### config.mk
export PLATFORM = sky130hd
export DESIGN_NAME = instruction_fetch_unit
export DESIGN_NICKNAME = d
export VERILOG_FILES = /design/src/rtl/instruction_fetch_unit.sv
export SDC_FILE = /design/constraint.sdc
export NUM_CORES = 1
export LEC_CHECK = 0
export ABC_AREA = 0
export CORE_UTILIZATION = 58
export DETAILED_ROUTE_END_ITERATION = 16
export PLACE_DENSITY = 0.88
export SLEW_MARGIN = 10
export SYNTH_ARGS = -nofsm -noshare
export SYNTH_HDL_FRONTEND = slang
export SYNTH_SLANG_ARGS = --single-unit
### constraint.sdc
create_clock -name i_clock -period 6.3 [get_ports i_clock]
set_input_delay 0.945 -clock i_clock [delete_from_list [all_inputs] [get_ports i_clock]]
set_output_delay 0.945 -clock i_clock [all_outputs]
set_load 0.01 [all_outputs]
### src/rtl/instruction_fetch_unit.sv
// Prefetching instruction fetcher: streams i_count words from instruction RAM into a DEPTH-entry buffer.
// Optional feature macro FETCH_SKIP_NOOP_EN: all-zero returned words are dropped instead of buffered.
module instruction_fetch_unit #(
    parameter int ADDR_WIDTH  = 10,
    parameter int INSTR_WIDTH = 33,
    parameter int DEPTH       = 4
) (
    input  logic                   i_clock,
    input  logic                   i_reset,
    input  logic                   i_start,
    input  logic [ADDR_WIDTH-1:0]  i_start_addr,
    input  logic [ADDR_WIDTH:0]    i_count,
    output logic                   o_mem_rd_en,
    output logic [ADDR_WIDTH-1:0]  o_mem_addr,
    input  logic [INSTR_WIDTH-1:0] i_mem_rd_data,
    output logic                   o_instr_valid,
    output logic [INSTR_WIDTH-1:0] o_instruction,
    input  logic                   i_instr_ready,
    output logic                   o_busy,
    output logic                   o_done
);
    localparam int PTR_W = $clog2(DEPTH);
    localparam int OCC_W = PTR_W + 1;
    localparam logic [OCC_W:0] DEPTH_L = (OCC_W + 1)'(DEPTH);

    typedef enum logic [1:0] {IDLE, RUN, DRAIN} state_t;

    state_t                 state;
    logic [ADDR_WIDTH-1:0]  pc;
    logic [ADDR_WIDTH:0]    remaining;
    logic                   inflight;
    logic [INSTR_WIDTH-1:0] buffer [DEPTH];
    logic [PTR_W-1:0]       wr_ptr;
    logic [PTR_W-1:0]       rd_ptr;
    logic [OCC_W-1:0]       occ;
    logic [OCC_W-1:0]       occ_next;
    logic [OCC_W:0]         used;
    logic                   rd_en;
    logic                   push;
    logic                   pop;
    logic                   done;

    // Credit counts the outstanding read but deliberately not a same-cycle pop.
    assign used  = {1'b0, occ} + {{OCC_W{1'b0}}, inflight};
    assign rd_en = (state == RUN) && (remaining != '0) && (used < DEPTH_L);
    assign pop   = o_instr_valid && i_instr_ready;

`ifdef FETCH_SKIP_NOOP_EN
    assign push = inflight && (i_mem_rd_data != '0);
`else
    assign push = inflight;
`endif

    always_comb begin
        occ_next = occ;
        case ({push, pop})
            2'b10:   occ_next = occ + OCC_W'(1);
            2'b01:   occ_next = occ - OCC_W'(1);
            default: occ_next = occ;
        endcase
    end

    assign o_mem_rd_en   = rd_en;
    assign o_mem_addr    = rd_en ? pc : '0;
    assign o_instr_valid = (occ != '0);
    assign o_instruction = o_instr_valid ? buffer[rd_ptr] : '0;
    assign o_busy        = (state != IDLE);
    assign o_done        = done;

    always_ff @(posedge i_clock) begin
        if (push && !i_reset) begin
            buffer[wr_ptr] <= i_mem_rd_data;
        end
    end

    always_ff @(posedge i_clock) begin
        if (i_reset) begin
            state     <= IDLE;
            pc        <= '0;
            remaining <= '0;
            inflight  <= 1'b0;
            wr_ptr    <= '0;
            rd_ptr    <= '0;
            occ       <= '0;
            done      <= 1'b0;
        end else begin
            inflight <= rd_en;
            occ      <= occ_next;
            done     <= 1'b0;
            if (push) begin
                wr_ptr <= wr_ptr + PTR_W'(1);
            end
            if (pop) begin
                rd_ptr <= rd_ptr + PTR_W'(1);
            end
            if (rd_en) begin
                pc        <= pc + ADDR_WIDTH'(1);
                remaining <= remaining - (ADDR_WIDTH + 1)'(1);
            end
            case (state)
                IDLE: begin
                    if (i_start) begin
                        if (i_count == '0) begin
                            done <= 1'b1;
                        end else begin
                            pc        <= i_start_addr;
                            remaining <= i_count;
                            state     <= RUN;
                        end
                    end
                end
                RUN: begin
                    if (rd_en && remaining == (ADDR_WIDTH + 1)'(1)) begin
                        state <= DRAIN;
                    end
                end
                DRAIN: begin
                    // Look ahead one edge so o_done is a registered pulse in the first idle cycle.
                    if (!rd_en && occ_next == '0) begin
                        state <= IDLE;
                        done  <= 1'b1;
                    end
                end
                default: state <= IDLE;
            endcase
        end
    end
endmodule

# Yosys cells after proc, flatten, opt, wreduce, memory -nomap -nowiden
# Memories as Yosys holds them, arrays and structs flattened. A register that Yosys moved wholly into a read port is not among the register bits.
# Index checks and enable logic that the tools add are counted.
# op_classes
addsub	7
n_lt_le_gt_ge	1
n_eq_ne	9
n_mux	24
reduce_logical	15
# op_table
op	n
$mux W10	5
$mux W11	4
$mux W33	1
$mux W2	6
$eq A11 B1 Y1 const B	1
$logic_not A11 Y1	1
$reduce_bool A11 Y1	1
$sub A11 B1 Y11 const B	1
$add A10 B1 Y10 const B	1
$logic_and A1 B1 Y1	6
$ne A2 B2 Y1 const B	3
$pmux W2 S3	1
$pmux W3 S2	1
$mux W1	5
$add A2 B1 Y2 const B	2
$add A3 B1 Y4	1
$eq A2 B1 Y1 const B	2
$eq A2 B2 Y1 const B	2
$lt A4 B3 Y1 const B	1
$reduce_and A4 Y1	1
$add A3 B1 Y3 const B	1
$logic_not A3 Y1	1
$reduce_bool A3 Y1	1
$sub A3 B1 Y3 const B	1
other kinds (5)	6
# word_totals
regBits	32
ram_bits	132
input_bits	58
out_inout_bits	47
elab_cells	65
n_memories	1
# mem_list
memory	depth	width	rd	rd_clocked_by_memory_dff	write_ports	line_no	rtl
buffer	4	33	1	1	1	32	logic [INSTR_WIDTH-1:0] buffer [DEPTH];

# Depth between registers and ports, before layout
# Gate-level depths: netlist (run 1).
# depth
depth_word	8
depth_mapped	11
depth_no_buf	11

# Worst setup path after synthesis (run 1)
# Ideal clock, no wire load.
# synth_timing
path_kind	input to register
startpoint	in i_instr_ready
endpoint	reg done (netlist: o_done)
setup_time_ns	0.115
arrival_time_ns	2.421
required_time_ns	6.185
path_slack_ns	3.764
cell_stages	9
path_buffers	0
cell_sequence	and2_1 -> ha_1 -> inv_1 -> fa_1 -> xnor2_1 -> xnor2_1 -> a32oi_1 -> nor2_1 -> o21a_1
# synth_via
elab_chain_len	7
elab_cells_between_ends	8
cone_classes	eq/ne (2); mux (3); reduce/logical (3)
# synth_rtl
item	line_no	rtl
from (decl)	18	input logic i_instr_ready,
$logic_and A1 B1 Y1 (*)	46	assign pop = o_instr_valid && i_instr_ready;
$eq A2 B1 Y1 or $eq A2 B2 Y1 (tied branches)	56	case ({push, pop})
$pmux W3 S2 (*)	56	
$logic_not A3 Y1 (*)	119	if (!rd_en && occ_next == '0) begin
$logic_and A1 B1 Y1 (*)	119	
$mux W1 (*)	119	
$pmux W1 S2 (*)	100	case (state)
to (signal assigned)	89	done <= 1'b0;
to (signal assigned)	104	done <= 1'b1;
to (signal assigned)	121	done <= 1'b1;
to (decl)	41	logic done;
# Mark *: on every way between the ends. The rest lies on a longest branch, timed or not.
# A chain may end at the register's enable or synchronous reset.

==> flow_metrics.tcl, run 1 <==
set metrics [dict create \
    status "finished with violations" \
    violations "DRC" \
    wl_um 13850 \
    fmax_mhz 272.8 \
    crit_required_ns 5.35 \
    initial_core_util_pct 60.24 \
    synth_mux_area_share_pct 11.10 \
    vias_per_cell 5.887 \
    r2r_start "occ[2]" \
    holdPathEnd "remaining[10]" \
    antennaDiodeCount 0 \
    whs_path_depth 2 \
    gp_congestion 0.8283 \
    cts.repair.resized 0 \
    chipHeight_um 111.6 \
    synth_edf_count 132 \
    syn-cell-area_sq_um 6967 \
    yosys_register_bits 166 \
    crit_type "reg -> out" \
    grt_pass1_wl_um 22400 \
    antenna_left 0 \
    syn_nets 507 \
    grt.overflow.total 0 \
    synth_top_area_cell "edfxtp_1" \
    antenna_found_initial 0 \
    fin_crit_sh_pct 58.18 \
    clk_latency_ns 0.42 \
    p_leak_uw 0.002827 \
    hold_viol_final 0 \
    totalNegativeSetupSlack_ns 0 \
    cts_buffers 17 \
    synth_flop_cell "edfxtp_1" \
    clkTransAtPathRegs_ns 0.06 \
    clk_path_buf_depth 2 \
    worstPathArrival_ns 2.72 \
    r2r_slack_ns 3.15 \
    skew_ns 0.01186 \
    dieArea_sq_um 12450 \
    cellPowerDensity_nw_per_um2 322.1 \
    hold_path_class "reg -> reg" \
    cts_setup_buffers 0 \
    dp_hpwl_um 8563 \
    drv_cap 0 \
    finalSetupViolations 0 \
    crit_chain "buf_4, mux4_2, and2_1, clkdlybuf4s50_1" \
    synth_area_per_cell_sq_um 15.87 \
    yosysTopAreaCellShare_pct 56.90 \
    synthTopCellsByArea "edfxtp_1, mux4_2, dfxtp_1" \
    drt_iter0_drc 287 \
    synth-compound-area-share_pct 4.598 \
    synth_top_family_by_area "simple AND/OR/NAND/NOR gates" \
    clockRootBuffer "clkbuf_16" \
    crit_fanout 23 \
    wl_per_cell_um 19.81 \
    num_vias 4115 \
    synth.distinct_cells 47 \
    relSlewSlack_pct 36.31 \
    layout.nets 611 \
    rsz0062_at_grt "false" \
    syn_inst 439 \
    htreeDepth 4 \
    start_kind "flip-flop" \
    cts_hold_buf 0 \
    drc_errors 8 \
    fp.coreArea_sq_um 11560 \
    cts_tree "built" \
    irDropWorstVdd_uv 162.9 \
    grt_max_degree 37 \
    core.rowCount 39 \
    drv_slew 0 \
    cpPeakStageDelay_ns 0.59 \
    layout-drive-gt1-share_pct 16.01 \
    crit_path_top_delay_cell "mux4_2" \
    synth-simple-area-share_pct 11.28 \
    end_kind "output pin" \
    worst_hold_startpoint "remaining[10]" \
    die_w_um 111.6 \
    dr.pass1.iters 10 \
    clock_sinks 166 \
    yosys_warnings 0 \
    postSynth.asyncResetShare_pct 0 \
    io_pins 105 \
    synth-adder-area-share_pct 1.904 \
    worst_slew_pin_slew_ns 0.9542 \
    grt_usage_pct 24.04 \
    synthToLayoutAreaGrowth_pct 24.35 \
    final_core_util_pct 74.91 \
    synth_xor_area_share_pct 2.389 \
    r2r_cells 11 \
    min_period_ns 3.665 \
    yosysSeqAreaShare_pct 66.67 \
    grt_pass1_vias 4177 \
    portBuffers 104 \
    r2r_end "o_done" \
]
==> kinds of logic after synthesis <==
family | after synthesis
AO/OA/AOI/OAI | 35
XOR/XNOR | 19
adder cells (fa/ha/maj) | 10
buffers and inverters | 32
flip-flops | 166
multiplexers | 36
AND/OR/NAND/NOR | 141
==> registers in the layout, summed over array words and instances (netlist names), named ones only <==
name and count:
remaining 11, inflight 1, rd_ptr 2, wr_ptr 2, pc 10, buffer 132
state 2, occ 3, o_done 1
==> area by class of cell <==
class | count | area, sq um
clock buffer | 17 | 425.4
sequential | 166 | 4647
tap | 143 | 178.9
multi-input combinational | 241 | 2183
fill | 712 | 2902
inverter | 10 | 37.54
timing repair buffer | 107 | 1064
clock inverter | 15 | 127.6
==> power by group <==
part           internal, uW  switching (uW)  leakage, uW  total [uW]
sequential             1220            40.8      0.00147        1260
combinational           310             258      0.00110         567
clock                   544             423     0.000257         967
==> cells in the mapped netlist, types with 2 or more instances <==
cell	number
a211oi_1	3
a211oi_2	12
a21oi_1	6
a22o_1	2
a311oi_1	2
and2_1	39
and3_1	12
buf_2	4
buf_6	2
clkbuf_1	15
dfxtp_1	34
edfxtp_1	132
ha_1	9
inv_1	10
mux2i_1	3
mux4_2	33
nand2_1	8
nand2b_1	3
nand3_1	7
nand3b_1	2
nand4_1	7
nor2_1	31
nor2_2	2
nor2b_1	3
nor3_1	8
nor4_1	8
o21ai_0	3
or2_2	2
or3_1	2
xnor2_1	14
xor2_1	5
==> metal layers <==
| metal | wire [um] | global-route usage [%] |
|---|---|---|
| met1 | 5768 | 30.61 |
| met3 | 729 | 5.607 |
| met5 | 0 | 0 |
| met2 | 7142 | 40.58 |
| met4 | 205 | 8.919 |
==> per-stage QoR <==
step                      instances  area (sq um)  power, uW  hold WS [ns]  setup slack [ns]
after floorplan                 439          6967       1598        0.4702             3.764
after global placement          667          8110       1826        0.4979             3.070
after detailed placement        667          8110       1848        0.4895             3.048
after CTS                       699          8663       2808        0.4995             2.550
after global routing            699          8663       2889        0.5301             2.462
final                           699          8663       2791        0.5002             2.635
==> how the worst max path moves through the flow <==
stage | to | slack, ns | depth (start not counted) | startpoint
floorplan | o_mem_addr[0] | 3.76 | 6 | remaining[0]
global placement | o_instruction[15] | 3.07 | 4 | flip-flop
detailed placement | o_instruction[0] | 3.05 | 4 | flip-flop
CTS | o_instruction[22] | 2.55 | 4 | flip-flop
global route | o_instruction[22] | 2.46 | 4 | flip-flop
finish | o_instruction[22] | 2.63 | 4 | flip-flop
==> cells in the final DEF, fill, tap and decap left out, types with 9 or more instances in the layout <==
cell type / n
and3_1: 12
ha_1: 9
and2_1: 35
edfxtp_1: 132
clkdlybuf4s50_1: 104
clkbuf_16: 17
inv_1: 10
mux4_2: 33
nor2_1: 31
dfxtp_1: 32
xnor2_1: 14
a211oi_2: 12
==> critical path: cells and delay by family, from the launching register on <==
| kind | cells | cell delay, ns |
|---|---|---|
| buf+inv | 2 | 0.95 |
| mux | 1 | 0.59 |
| flops | 1 | 0.57 |
| simple gates | 1 | 0.18 |
No activity file was read; power rests on OpenSTA's default activity.
==> inputs of run 2 (changes only) <==
--- a/config.mk
+++ b/config.mk
@@ -6,9 +6,9 @@
 export NUM_CORES = 1
 export LEC_CHECK = 0
 export ABC_AREA = 0
-export CORE_UTILIZATION = 58
+export CORE_UTILIZATION = 54
 export DETAILED_ROUTE_END_ITERATION = 16
-export PLACE_DENSITY = 0.88
+export PLACE_DENSITY = 0.83
 export SLEW_MARGIN = 10
 export SYNTH_ARGS = -nofsm -noshare
 export SYNTH_HDL_FRONTEND = slang
==> constraint.sdc (replaced) <==
create_clock -name i_clock -period 3.4 [get_ports i_clock]
set_input_delay 0.51 -clock i_clock [delete_from_list [all_inputs] [get_ports i_clock]]
set_output_delay 0.51 -clock i_clock [all_outputs]
set_load 0.01 [all_outputs]
==> run 2 against run 1 <==
- the flow now finishes without violations
- combinational power increased by 87%
- clock skew decreased by 0.0021 ns
- critical endpoint is now o_mem_addr[0]
- sequential share of layout area decreased by 1.2 points
- final cell count increased by 5.7%
- count of clock-buffer cells in the layout increased by 1
- non-clock buffer count increased by 11
- worst hold slack improved by 0.029 ns
- final area increased by 2.2%
- largest power group unchanged
==> flow_metrics.tcl, run 2 (synthesis results as in run 1) <==
set metrics [dict create \
    hold_path_class "reg -> reg" \
    r2r_cells 11 \
    cts_setup_buffers 0 \
    r2r_slack_ns 1.09 \
    grt_pass1_wl_um 21190 \
    chipHeight_um 115.6 \
    grt_max_degree 35 \
    clk_path_buf_depth 2 \
    crit_path_top_delay_cell "and4_1" \
    crit_chain "nor3_1, and4_1, nor2_1, ha_1, clkdlybuf4s50_1" \
    cpPeakStageDelay_ns 0.51 \
    cts_tree "built" \
    crit_required_ns 2.89 \
    worst_hold_startpoint "remaining[10]" \
    totalNegativeSetupSlack_ns 0 \
    r2r_start "occ[2]" \
    grt.overflow.total 0 \
    relSlewSlack_pct 57.01 \
    clk_latency_ns 0.43 \
    cts_hold_buf 0 \
    dp_hpwl_um 8728 \
    dieArea_sq_um 13360 \
    clkTransAtPathRegs_ns 0.06 \
    layout-drive-gt1-share_pct 17.99 \
    hold_viol_final 0 \
    whs_path_depth 2 \
    antenna_found_initial 1 \
    fin_hold_ws_ns 0.5290 \
    vias_per_cell 5.589 \
    final_common_cell "edfxtp_1" \
    mostFrequentLayoutCells "edfxtp_1, clkdlybuf4s50_1, and2_1" \
    min_period_ns 3.122 \
    dr.pass1.iters 4 \
    crit_type "reg -> out" \
    wl_um 13410 \
    synthToLayoutAreaGrowth_pct 27.10 \
    setup_ws_ns 0.2784 \
    portBuffers 104 \
    cts_buffers 17 \
    fmax_mhz 320.3 \
    end_kind "output pin" \
    fin_crit_sh_pct 91.81 \
    start_kind "flip-flop" \
    pre_cts_ws_ns 0.7135 \
    irDropWorstVdd_uv 261.4 \
    top_register "buffer" \
    drc_errors 0 \
    antenna_left 0 \
    worst_slew_pin_slew_ns 0.6448 \
    crit_fanout 11 \
    p_leak_uw 0.002913 \
    clock_sinks 166 \
    gp_congestion 0.8577 \
    die_w_um 115.6 \
    drt_iter0_drc 237 \
    status "completed" \
    finalSetupViolations 0 \
    nFillCells 868 \
    cellPowerDensity_nw_per_um2 605.7 \
    r2r_end "o_done" \
    p_total_uw 5363 \
    final_cells 739 \
    skew_ns 0.009806 \
    rsz0062_at_grt "false" \
    htreeDepth 4 \
    dp.cells 707 \
    wl_per_cell_um 18.15 \
    clockRootBuffer "clkbuf_16" \
    grt_pass1_vias 4193 \
    antennaDiodeCount 0 \
    num_vias 4130 \
    initial_core_util_pct 55.21 \
    fp.coreArea_sq_um 12620 \
    largest_reg_flops 132 \
    worstPathArrival_ns 2.61 \
    cts.repair.resized 0 \
    holdPathEnd "remaining[10]" \
    core.rowCount 41 \
    layout.nets 622 \
    top_regs "buffer (132), remaining (11), pc (10)" \
    drv_cap 0 \
    grt_usage_pct 21.64 \
    drv_slew 0 \
    io_pins 105 \
]
## run 2: area by class of cell
type	count	area (sq um)	area share, %
clock buffer	18	429.2	4.847
clock inverter	14	183.9	2.077
inverter	10	37.54	0.4239
multi-input combinational	241	2183	24.66
sequential	166	4647	52.48
tap	172	215.2	2.430
timing repair buffer	118	1159	13.08
## run 2: per-layer routing
| metal | share of wire, % | routed length [um] | track usage [%] | up-vias |
|---|---|---|---|---|
| met5 | 0 | 0 | 0 | - |
| met4 | 1.5 | 195 | 7.879 | 0 |
| met3 | 5.9 | 786 | 6.119 | 17 |
| met2 | 50 | 6713 | 36.61 | 125 |
| met1 | 43 | 5718 | 26.69 | 2075 |
| li1 | - | - | - | 1913 |
## run 2: worst max path at each step
stage / from / end / slack [ns] / cells past startpoint
6_report: remaining[9] / o_mem_addr[0] / 0.28 / 5
5_1_grt: remaining[9] / o_mem_addr[0] / 0.04 / 5
4_1_cts: remaining[9] / o_mem_addr[0] / 0.28 / 5
3_5_place_dp: i_instr_ready / o_done / 0.71 / 10
3_3_place_gp: i_instr_ready / o_done / 0.75 / 10
2_1_floorplan: occ[2] / o_done / 1.20 / 11
## run 2: per-stage QoR
stage	instance area, sq um	util, %
floorplan	6967	-
global placement	8242	65.31
detailed placement	8242	65.31
CTS	8855	70.17
global route	8855	70.17
finish	8855	70.17
## run 2: where the power goes
group          switching (uW)  internal [uW]
registers                76.7           2250
clock network             757           1220
logic                     466            592
total                    1300           4060
## run 2: worst max-delay path: cells and delay by family (launching register included)
family	cells	cell delay, ns
simple gates	3	1.16
buf+inv	1	0.48
fa+ha+maj	1	0.22
flops	1	0.33
==> edit, RTL diff (flow settings as in run 2) <==
The 3 states of `state_t` get a one-hot encoding in 3 bits.
--- a/src/rtl/instruction_fetch_unit.sv
+++ b/src/rtl/instruction_fetch_unit.sv
@@ -23,7 +23,7 @@
     localparam int OCC_W = PTR_W + 1;
     localparam logic [OCC_W:0] DEPTH_L = (OCC_W + 1)'(DEPTH);
 
-    typedef enum logic [1:0] {IDLE, RUN, DRAIN} state_t;
+    typedef enum logic [2:0] {IDLE = 3'b001, RUN = 3'b010, DRAIN = 3'b100} state_t;
 
     state_t                 state;
     logic [ADDR_WIDTH-1:0]  pc;
Behaviour: no difference found for any inputs over 4 cycles, from zero or initial values and one cycle with i_reset high; so few cycles prove little.
==> edit against run 2 <==
Routed wire length is 1.3% higher. Sequential share of layout area down 0.44 points. Worst setup slack improved by 0.069 ns. Area after synthesis increased by 1.2%. Design area is 1.3% higher. Sequential cell count grew 1. Critical path type unchanged.
Power is not compared: it rests on default switching activity, and its combinational part moved more than twofold at a synthesized area within 25%.
==> edit: results <==
export IMPL_top_regs="buffer x132, remaining x11, pc x10"
export IMPL_hpwl_mm=8.65
export IMPL_antenna_found_initial=0
export IMPL_crit_path_max_fanout=14
export IMPL_syn_nets=514
export IMPL_postPlaceCellArea_um2=8330
export IMPL_drive_gt1_frac=0.165
export IMPL_synthTopCellsByCount="edfxtp_1 (132), and2_1 (40), dfxtp_1 (35), nor2_1 (35), mux4_2 (33)"
export IMPL_synth_area_leaders="edfxtp_1 (56%), mux4_2 (11%), dfxtp_1 (9.9%)"
export IMPL_wl_per_cell_um=18.3
export IMPL_leakagePower_nw=2.96
export IMPL_fin_nets=626
export IMPL_dr_pass1_iters=4
export IMPL_place_congestion=0.854
export IMPL_outcome="finished, final reports clean"
export IMPL_cp_slowest_cell="clkdlybuf4s50_1"
export IMPL_num_vias=4190
export IMPL_grt_max_degree=36
export IMPL_drtIter0Drc=326
export IMPL_grt_first_pass_wirelength_mm=21.6
export IMPL_max_stage_delay_ns=0.47
export IMPL_cp_arrival_ns=2.54
export IMPL_grt_usage=0.217
export IMPL_relSlewSlack=0.658
export IMPL_async_flop_share=0
export IMPL_grt_pass1_vias=4344
export IMPL_path_clk_slew_ns=0.06
export IMPL_fillers=836
export IMPL_cts_root_buffer="clkbuf_16"
export IMPL_cts_resized=0
export IMPL_port_buffer_count=104
export IMPL_synth_cell_type_count=57
export IMPL_clock_latency_ns=0.41
export IMPL_ys_seq_area_frac=0.662
export IMPL_skew_ns=0.0135
-- edit: layer usage --
| layer | track usage | wire length (um) | vias to the layer above |
|---|---|---|---|
| met5 | 0 | 0 | - |
| met4 | 0.0812 | 192 | 0 |
| met1 | 0.271 | 5720 | 2068 |
| met3 | 0.0519 | 791 | 19 |
| met2 | 0.369 | 6880 | 161 |
| li1 | - | - | 1942 |
-- edit: cells by family after synthesis --
logic type,Yosys count,synth area share
AOI/OAI and AO/OA,36,0.0394
and+or+nand+nor,144,0.126
xor gates and xnor gates,20,0.0248
DFF,167,0.662
muxes,35,0.108
buffers and inverters,34,0.0211
adders and majority gates,10,0.0188
-- edit: worst paths after layout --
path / slack, ns / to / cells after the start / from
worst min register to register: 0.55 / remaining[3] / 2 / remaining[3]
worst max-delay path: 0.35 / o_mem_addr[0] / 7 / remaining[7]
worst max register to register: 0.51 / o_done / 10 / occ[0]
worst min-delay path: 0.55 / remaining[3] / 2 / remaining[3]
-- edit: stage by stage --
stage / setup WS, ns / cells
6_report: 0.348 / 742
5_1_grt: 0.217 / 742
3_3_place_gp: 0.292 / 711
3_5_place_dp: 0.120 / 711
2_1_floorplan: 0.697 / 446
4_1_cts: 0.357 / 742
-- edit: power groups by stage --
| stage | sequential [mW] | combinational (mW) | clock (mW) |
|---|---|---|---|
| after detailed placement | 2.31 | 0.335 | 0 |
| after floorplan | 2.30 | 0.184 | 0 |
| after global placement | 2.31 | 0.324 | 0 |
| after CTS | 2.27 | 0.337 | 2.07 |
| final | 2.27 | 0.337 | 2.03 |
| after global routing | 2.27 | 0.366 | 2.14 |
-- edit: cell type report --
type / instances / area [um2] / share of cell area
clock buffers: 18 / 429 / 0.0479
clock inverters: 13 / 204 / 0.0227
inverters: 11 / 41.3 / 0.00460
multi-input cells: 245 / 2240 / 0.250
flip-flops and latches: 167 / 4670 / 0.520
well taps: 172 / 215 / 0.0240
repair buffers: 116 / 1170 / 0.130
-- edit: worst max-delay path: cells and delay by family, from the launching register on --
kind | cells | cell delay, ns
fa+ha+maj | 1 | 0.20
flops | 1 | 0.34
simple gates | 3 | 0.80
buf+inv | 3 | 0.77
